<file path="src/rtl/pipe_hazard_ctrl.sv">
// Stall/flush sequencer for the 5-stage RV32 pipeline: load-use, redirect and
// memory-wait hazards, a debug halt/drain/step FSM, and stall/flush counters.
module pipe_hazard_ctrl #(
    parameter int unsigned DRAIN_CYCLES = 3,
    parameter int unsigned CNT_W        = 32
) (
    input  logic             clk,
    input  logic             rst_n,
    input  logic [4:0]       rs1_raddr_ID,
    input  logic [4:0]       rs2_raddr_ID,
    input  logic             rs1_used_ID,
    input  logic             rs2_used_ID,
    input  logic [4:0]       rd_waddr_EX,
    input  logic             mem_read_EX,
    input  logic             redirect_EX,
    input  logic             dmem_req_MEM,
    input  logic             dmem_ready,
    input  logic             halt_req,
    input  logic             step,
    output logic             pc_stall,
    output logic             ifid_stall,
    output logic             ifid_flush,
    output logic             idex_stall,
    output logic             idex_flush,
    output logic             exmem_stall,
    output logic             memwb_flush,
    output logic             halted,
    output logic [CNT_W-1:0] stall_cnt,
    output logic [CNT_W-1:0] flush_cnt
);

    typedef enum logic [1:0] {
        RUN    = 2'd0,
        DRAIN  = 2'd1,
        HALTED = 2'd2,
        STEP   = 2'd3
    } state_t;

    localparam logic [3:0] DRAIN_LOAD = 4'(DRAIN_CYCLES - 1);

    state_t     state, state_nxt;
    logic [3:0] drain_cnt, drain_cnt_nxt;
    logic       mem_wait;
    logic       lu;

    assign mem_wait = dmem_req_MEM & ~dmem_ready;
    assign lu = mem_read_EX & (rd_waddr_EX != 5'd0) &
                ((rs1_used_ID & (rs1_raddr_ID == rd_waddr_EX)) |
                 (rs2_used_ID & (rs2_raddr_ID == rd_waddr_EX)));

    always_ff @(posedge clk) begin
        if (!rst_n) begin
            state     <= RUN;
            drain_cnt <= '0;
        end else begin
            state     <= state_nxt;
            drain_cnt <= drain_cnt_nxt;
        end
    end

    // A memory wait freezes the FSM, but a halt request from RUN still starts the drain.
    always_comb begin
        state_nxt     = state;
        drain_cnt_nxt = drain_cnt;
        if (mem_wait) begin
            if (state == RUN && halt_req) begin
                state_nxt     = DRAIN;
                drain_cnt_nxt = DRAIN_LOAD;
            end
        end else begin
            unique case (state)
                RUN: begin
                    if (halt_req) begin
                        state_nxt     = DRAIN;
                        drain_cnt_nxt = DRAIN_LOAD;
                    end
                end
                DRAIN: begin
                    if (drain_cnt == 4'd0) state_nxt = HALTED;
                    else drain_cnt_nxt = drain_cnt - 4'd1;
                end
                HALTED: begin
                    if (!halt_req) state_nxt = RUN;
                    else if (step) state_nxt = STEP;
                end
                STEP: begin
                    state_nxt     = DRAIN;
                    drain_cnt_nxt = DRAIN_LOAD;
                end
                default: state_nxt = RUN;
            endcase
        end
    end

    always_comb begin
        pc_stall    = 1'b0;
        ifid_stall  = 1'b0;
        ifid_flush  = 1'b0;
        idex_stall  = 1'b0;
        idex_flush  = 1'b0;
        exmem_stall = 1'b0;
        memwb_flush = 1'b0;
        halted      = (state == HALTED);
        if (mem_wait) begin
            pc_stall    = 1'b1;
            ifid_stall  = 1'b1;
            idex_stall  = 1'b1;
            exmem_stall = 1'b1;
            memwb_flush = 1'b1;
        end else if (redirect_EX) begin
            ifid_flush = 1'b1;
            idex_flush = 1'b1;
        end else begin
            unique case (state)
                RUN, STEP: begin
                    if (lu) begin
                        pc_stall   = 1'b1;
                        ifid_stall = 1'b1;
                        idex_flush = 1'b1;
                    end
                end
                DRAIN: begin
                    pc_stall   = 1'b1;
                    ifid_flush = 1'b1;
                end
                HALTED: begin
                    pc_stall   = 1'b1;
                    ifid_stall = 1'b1;
                    idex_flush = 1'b1;
                end
                default: ;
            endcase
        end
    end

    always_ff @(posedge clk) begin
        if (!rst_n) begin
            stall_cnt <= '0;
            flush_cnt <= '0;
        end else begin
            if (pc_stall)   stall_cnt <= stall_cnt + CNT_W'(1);
            if (idex_flush) flush_cnt <= flush_cnt + CNT_W'(1);
        end
    end

endmodule

</file>
<file path="config.mk">
export PLATFORM = sky130hd
export DESIGN_NAME = pipe_hazard_ctrl
export DESIGN_NICKNAME = d
export VERILOG_FILES = /design/src/rtl/pipe_hazard_ctrl.sv
export SDC_FILE = /design/constraint.sdc
export NUM_CORES = 1
export LEC_CHECK = 0
export ABC_CLOCK_PERIOD_IN_PS = 2930
export BUFFER_PORTS_ARGS = -buffer_cell sky130_fd_sc_hd__buf_4
export CAP_MARGIN = 40
export CORE_AREA = 2 2 87 89
export CTS_BUF_LIST = sky130_fd_sc_hd__clkbuf_8
export DETAILED_ROUTE_END_ITERATION = 10
export DIE_AREA = 0 0 89 91
export PLACE_DENSITY_LB_ADDON = 0.08
export RECOVER_POWER = 100
export SYNTH_ARGS = -nofsm -noshare
export SYNTH_HDL_FRONTEND = slang
export SYNTH_SLANG_ARGS = --single-unit
</file>
<file path="constraint.sdc">
create_clock -name clk -period 2.93 [get_ports clk]
set_input_delay 0.1465 -clock clk [delete_from_list [all_inputs] [get_ports clk]]
set_output_delay 0.1465 -clock clk [all_outputs]
set_load 0.05 [all_outputs]
</file>
After elaboration in Yosys (flattened, before gate mapping) --
Index checks and enable logic that the tools add are counted.
Word-level totals: flip-flop bits (word level) 70, input bits 25, output and inout bits 72, word-level logic and storage cells 58
Cells by class: $add $sub $neg 3, equality and inequality tests 10, multiplexer cells 25, bitwise logic cells 7, reduce and logical (&&, ||, !) cells 9
Operators with widths (number):
- 32-bit by 1-bit adder with 32-bit output (second input constant) | 2
- 4-bit 2-to-1 mux | 4
- 2-bit 2-to-1 mux | 6
- 4-bit case mux with 3 select lines | 1
- 1-bit 2-to-1 mux | 11
- 5-bit == test | 2
- 3-bit inequality test (second input constant) | 3
- 2-bit case mux with 4 select lines | 1
- 4-bit AND reduction | 2
- 1-bit bitwise AND | 5
- 5-bit nonzero test | 1
- 2-bit == test (second input constant) | 2
- 4-bit zero test | 1
- 4-bit by 3-bit inequality test with 1-bit output (second input constant) | 1
- 1-bit case mux with 2 select lines | 2
- 4-bit nonzero test | 1
- 2-bit OR reduction | 2
- 4-bit by 1-bit subtractor with 4-bit output (second input constant) | 1
- 2-bit by 1-bit == test with 1-bit output (second input constant) | 1
- 2-bit zero test | 1
- 2-bit by 1-bit inequality test with 1-bit output (second input constant) | 1
- 1-bit logical AND | 1
- 1-bit NOT | 1
- 1-bit bitwise OR | 1

Logic depth before layout (Yosys ltp) --
word-level depth 8, mapped depth 10, gate-level depth less buffers 9

Least setup slack after synthesis --
No wires, ideal clock.
kind input -> register, from in rd_waddr_EX[1], to reg stall_cnt[1], setup time 195 ps, data arrival time 2269 ps, data required time 2735 ps, path slack 466 ps, cell stages on the path 5, buffers on the path 0, cell sequence xnor2_1 -> nand4_1 -> o22a_1 -> o31ai_1 -> o21ai_0
On the way: word-level cells in the longest chain between the ends 8, elaborated cells on any way between the ends 12, classes of those cells eq/ne (2); mux (4); bitwise (5); reduce/logical (1)
RTL lines:
- from (decl) | RTL line 13 | input logic [4:0] rd_waddr_EX,
- 5-bit == test, on equally long branches | RTL line 48, 49
- 1-bit bitwise AND, on equally long branches | RTL line 48, 49
- 1-bit bitwise OR | RTL line 48 | ((rs1_used_ID & (rs1_raddr_ID == rd_waddr_EX)) |
- 1-bit bitwise AND (*) | RTL line 47 | assign lu = mem_read_EX & (rd_waddr_EX != 5'd0) &
- 1-bit 2-to-1 mux (*) | RTL line 116 | if (lu) begin
- 1-bit case mux with 2 select lines (*) | RTL line 114 | unique case (state)
- 1-bit 2-to-1 mux (*) | RTL line 110 | end else if (redirect_EX) begin
- 1-bit 2-to-1 mux (*) | RTL line 104 | if (mem_wait) begin
- net pc_stall | RTL line 20 | output logic pc_stall,
- to (signal assigned) | RTL line 141 | if (pc_stall) stall_cnt <= stall_cnt + CNT_W'(1);
- to (decl) | RTL line 28 | output logic [CNT_W-1:0] stall_cnt,
Mark *: on every way through the listed nets, which the timed path passes. The rest lies on a longest branch. A chain may end at the register's enable or synchronous reset.

Worst setup path in the final report --
from reg state[0], to out idex_flush
On the way: word-level cells in the longest chain between the ends 5, elaborated cells on any way between the ends 7, classes of those cells eq/ne (2); mux (3); reduce/logical (2)
RTL lines:
- from (decl) | RTL line 41 | state_t state, state_nxt;
- from (signal assigned) | RTL line 56 | state <= state_nxt;
- 2-bit == test or 2-bit zero test (tied branches) | RTL line 114
- 2-bit OR reduction | RTL line 114
- 1-bit case mux with 2 select lines (*) | RTL line 114
- 1-bit 2-to-1 mux (*) | RTL line 110
- 1-bit 2-to-1 mux (*) | RTL line 104
- to (decl) | RTL line 24 | output logic idex_flush,
Mark *: on every way between the ends. The rest lies on a longest branch, timed or not.

==> results.json <==
{
  "cp_slowest_cell": "nor4_2",
  "gp_congestion": 0.8441,
  "synth_commonest_cells": "dfxtp_1 (70), a21oi_1 (61), or3_1 (40), nand2_1 (36), o21ai_0 (32)",
  "cts_buffer_depth": 2,
  "area_delta_synth_final_pct": 17.79,
  "initial_utilization": 0.5400,
  "io_buffers": 96,
  "num_rows": 31,
  "critPathArrivalTime_ps": 2510,
  "hp-class": "primary input to flip-flop",
  "synth-seq-cells": 70,
  "tns_ps": 0,
  "io_pins": 97,
  "clock_skew_ps": 13.62,
  "peakVddDrop_mv": 0.2180,
  "nNetsFinal": 596,
  "report.final.slew_viol_count": 0,
  "die_y_um": 91,
  "ctsHoldBuffers": 0,
  "period_needed_ps": 2658,
  "synthCells": 475,
  "cts_buffers": 9,
  "whs_path_depth": 2,
  "drt-wirelength-per-cell_um": 13.90,
  "synth_top_area_cell": "dfxtp_1",
  "die-area_sq_um": 8099,
  "core_area_sq_um": 7137,
  "r2r_slack_ps": 510,
  "track_usage": 0.2296,
  "leakage_nw": 1.454,
  "path_buf_inv": 5,
  "cts_tree": "done",
  "postCtsSetupBuffers": 0,
  "setup_violations": 0,
  "synth_fp_nets": 508,
  "cp.required_ps": 2780,
  "clkSlewWorstSetupHoldPaths_ps": 80,
  "fin_util": 0.6360,
  "outcome": "complete, no violations",
  "worstSetupPathType": "flip-flop to output port",
  "fin_crit_sh": 0.9073,
  "tightest_slew_ps": 747.0,
  "yosysMostFrequentCell": "dfxtp_1",
  "grt_max_degree": 51,
  "cp_common_cell": "buf_4",
  "hold_viol": 0,
  "fillers": 739,
  "syn_avg_cell_area_sq_um": 8.113,
  "ys.flop_type": "dfxtp_1",
  "slowest_delay_ps": 400,
  "synth_area_sq_um": 3854,
  "grt-ovfl-total": 0,
  "synth_edf_count": 0,
  "antenna_found_initial": 0,
  "drt-vias-per-instance": 5.724,
  "dp.final_hpwl_um": 6483,
  "crit_cells": 8,
  "clock_latency_ps": 340,
  "netlist.area_leader.share": 0.3636,
  "path_cells": "inv_1 -> ha_1 -> nor4_2 -> a21oi_4 -> buf_4 -> buf_4 -> inv_4 -> clkbuf_2",
  "relSlewSlack": 0.5020,
  "grt_pass1_vias": 3323,
  "rsz0062_at_grt": "no",
  "grt_pass1_wl_um": 15070,
  "cts_resized": 0,
  "root_buffer": "clkbuf_8",
  "ys_async_sr_fraction": 0,
  "diodes": 0,
  "crit_path_end_kind": "output port",
  "layout-drive-gt1-share": 0.1021,
  "clock.fmax_mhz": 376.2,
  "num_vias": 3818,
  "synthTopCellsByArea": "dfxtp_1 (36%), a21oi_1 (7.9%), or3_1 (6.5%), o21ai_0 (4.2%), nand3_1 (4.0%)",
  "yosysWarningCount": 0,
  "dr.first_iter.drc_count": 200,
  "wl_um": 9270,
  "r2r_cells": 8,
  "drcViolationCount": 0,
  "cts_max_level": 3,
  "path_delay_family": "buffers and inverters",
  "maxCapViolCount": 0,
  "start_kind": "flip-flop",
  "seq_area_frac_synth": 0.3636,
  "ant_nets": 0,
  "fp.dieW_um": 89,
  "ys_types": 53,
  "worstPathMaxFanout": 45,
  "power_per_cell_area_nw_per_um2": 509.2,
  "drtPass1Iterations": 4,
  "cts_sinks": 70
}
## path summary, 6_finish.rpt
| kind | start | to |
|---|---|---|
| setup / recovery | state[0] | idex_flush |
| hold / removal | rst_n | flush_cnt[27] |
| setup reg to reg | state[0] | flush_cnt[14] |
| hold reg to reg | flush_cnt[31] | flush_cnt[31] |
## report_power, final
| group | switching [W] | internal, W |
|---|---|---|
| logic | 0.000258 | 0.000147 |
| clock network | 0.000380 | 0.000508 |
| registers | 0.0000316 | 0.000986 |
## worst reg2reg max path: stages, from the launching register on
cell and delay, ps:
dfxtp_1 390, inv_1 80, ha_1 350, nor4_2 400
a21oi_4 90, buf_4 250, buf_4 240, or3_1 370
a21oi_1 170
## registers in the layout (all words and copies together) (netlist names)
| register | cells |
|---|---|
| flush_cnt | 32 |
| stall_cnt | 32 |
| state | 2 |
| drain_cnt | 4 |
## cell families after synthesis
logic type                 after synthesis  synth area share
buffers and inverters                   43           0.05844
adders and majority gates                8           0.02598
AOI/OAI and AO/OA                      135            0.2049
xor gates and xnor gates                17           0.03864
DFF                                     70            0.3636
muxes                                    5           0.01299
and+or+nand+nor                        197            0.2955
## final cells by class
type	count	area [sq um]	share of cell area
clock buffers	10	137.6	0.03032
clock inverters	6	93.84	0.02067
inverters	17	66.31	0.01461
multi-input cells	362	2215	0.4879
flip-flops and latches	70	1401	0.3087
well taps	99	123.9	0.02729
repair buffers	103	501.7	0.1105
## stage by stage
step / setup WS (ps) / hold WS [ps] / cells / area (sq um) / power, W
6_report: 271.6 / 156.5 / 667 / 4539 / 0.002312
5_1_grt: 119.0 / 154.1 / 667 / 4539 / 0.002435
3_3_place_gp: 672.2 / 466.6 / 651 / 4592 / 0.001451
4_1_cts: 342.5 / 144.1 / 667 / 4823 / 0.002345
2_1_floorplan: 466.3 / 295.2 / 475 / 3854 / 0.001355
3_5_place_dp: 576.0 / 476.8 / 651 / 4592 / 0.001459
## layout by cell type, fill, tap and decap left out, types with 3 or more instances in the layout
cell type  Yosys  layout
nor4_1         3       4
ha_1           8       8
and3_1        11      11
nand2b_1       3       3
nand4_1       14      15
xnor2_1       15      15
nor2_1        17      17
nor2b_1        3       3
mux2i_1        5       5
o21ai_0       32      33
and4_1        10      10
nand2_1       36      36
clkbuf_1      12      71
inv_1         15      15
or3_1         40      40
nand3_1       31      31
o31ai_1       15      15
dfxtp_1       70      70
buf_4          5      30
a21oi_1       61      61
or4_1         11      11
nor3_1         4       4
and2_1         3       3
o21ai_1       10       9
clkbuf_8       0      10
## per-layer routing
layer,GRT usage,wire [um],vias to the layer above
met4,0.06592,48,0
met5,0,0,-
met3,0.04364,396,4
met1,0.2870,4208,1780
met2,0.3961,4617,92
li1,-,-,1942
Note: power is estimated with default switching activity, not from simulation.
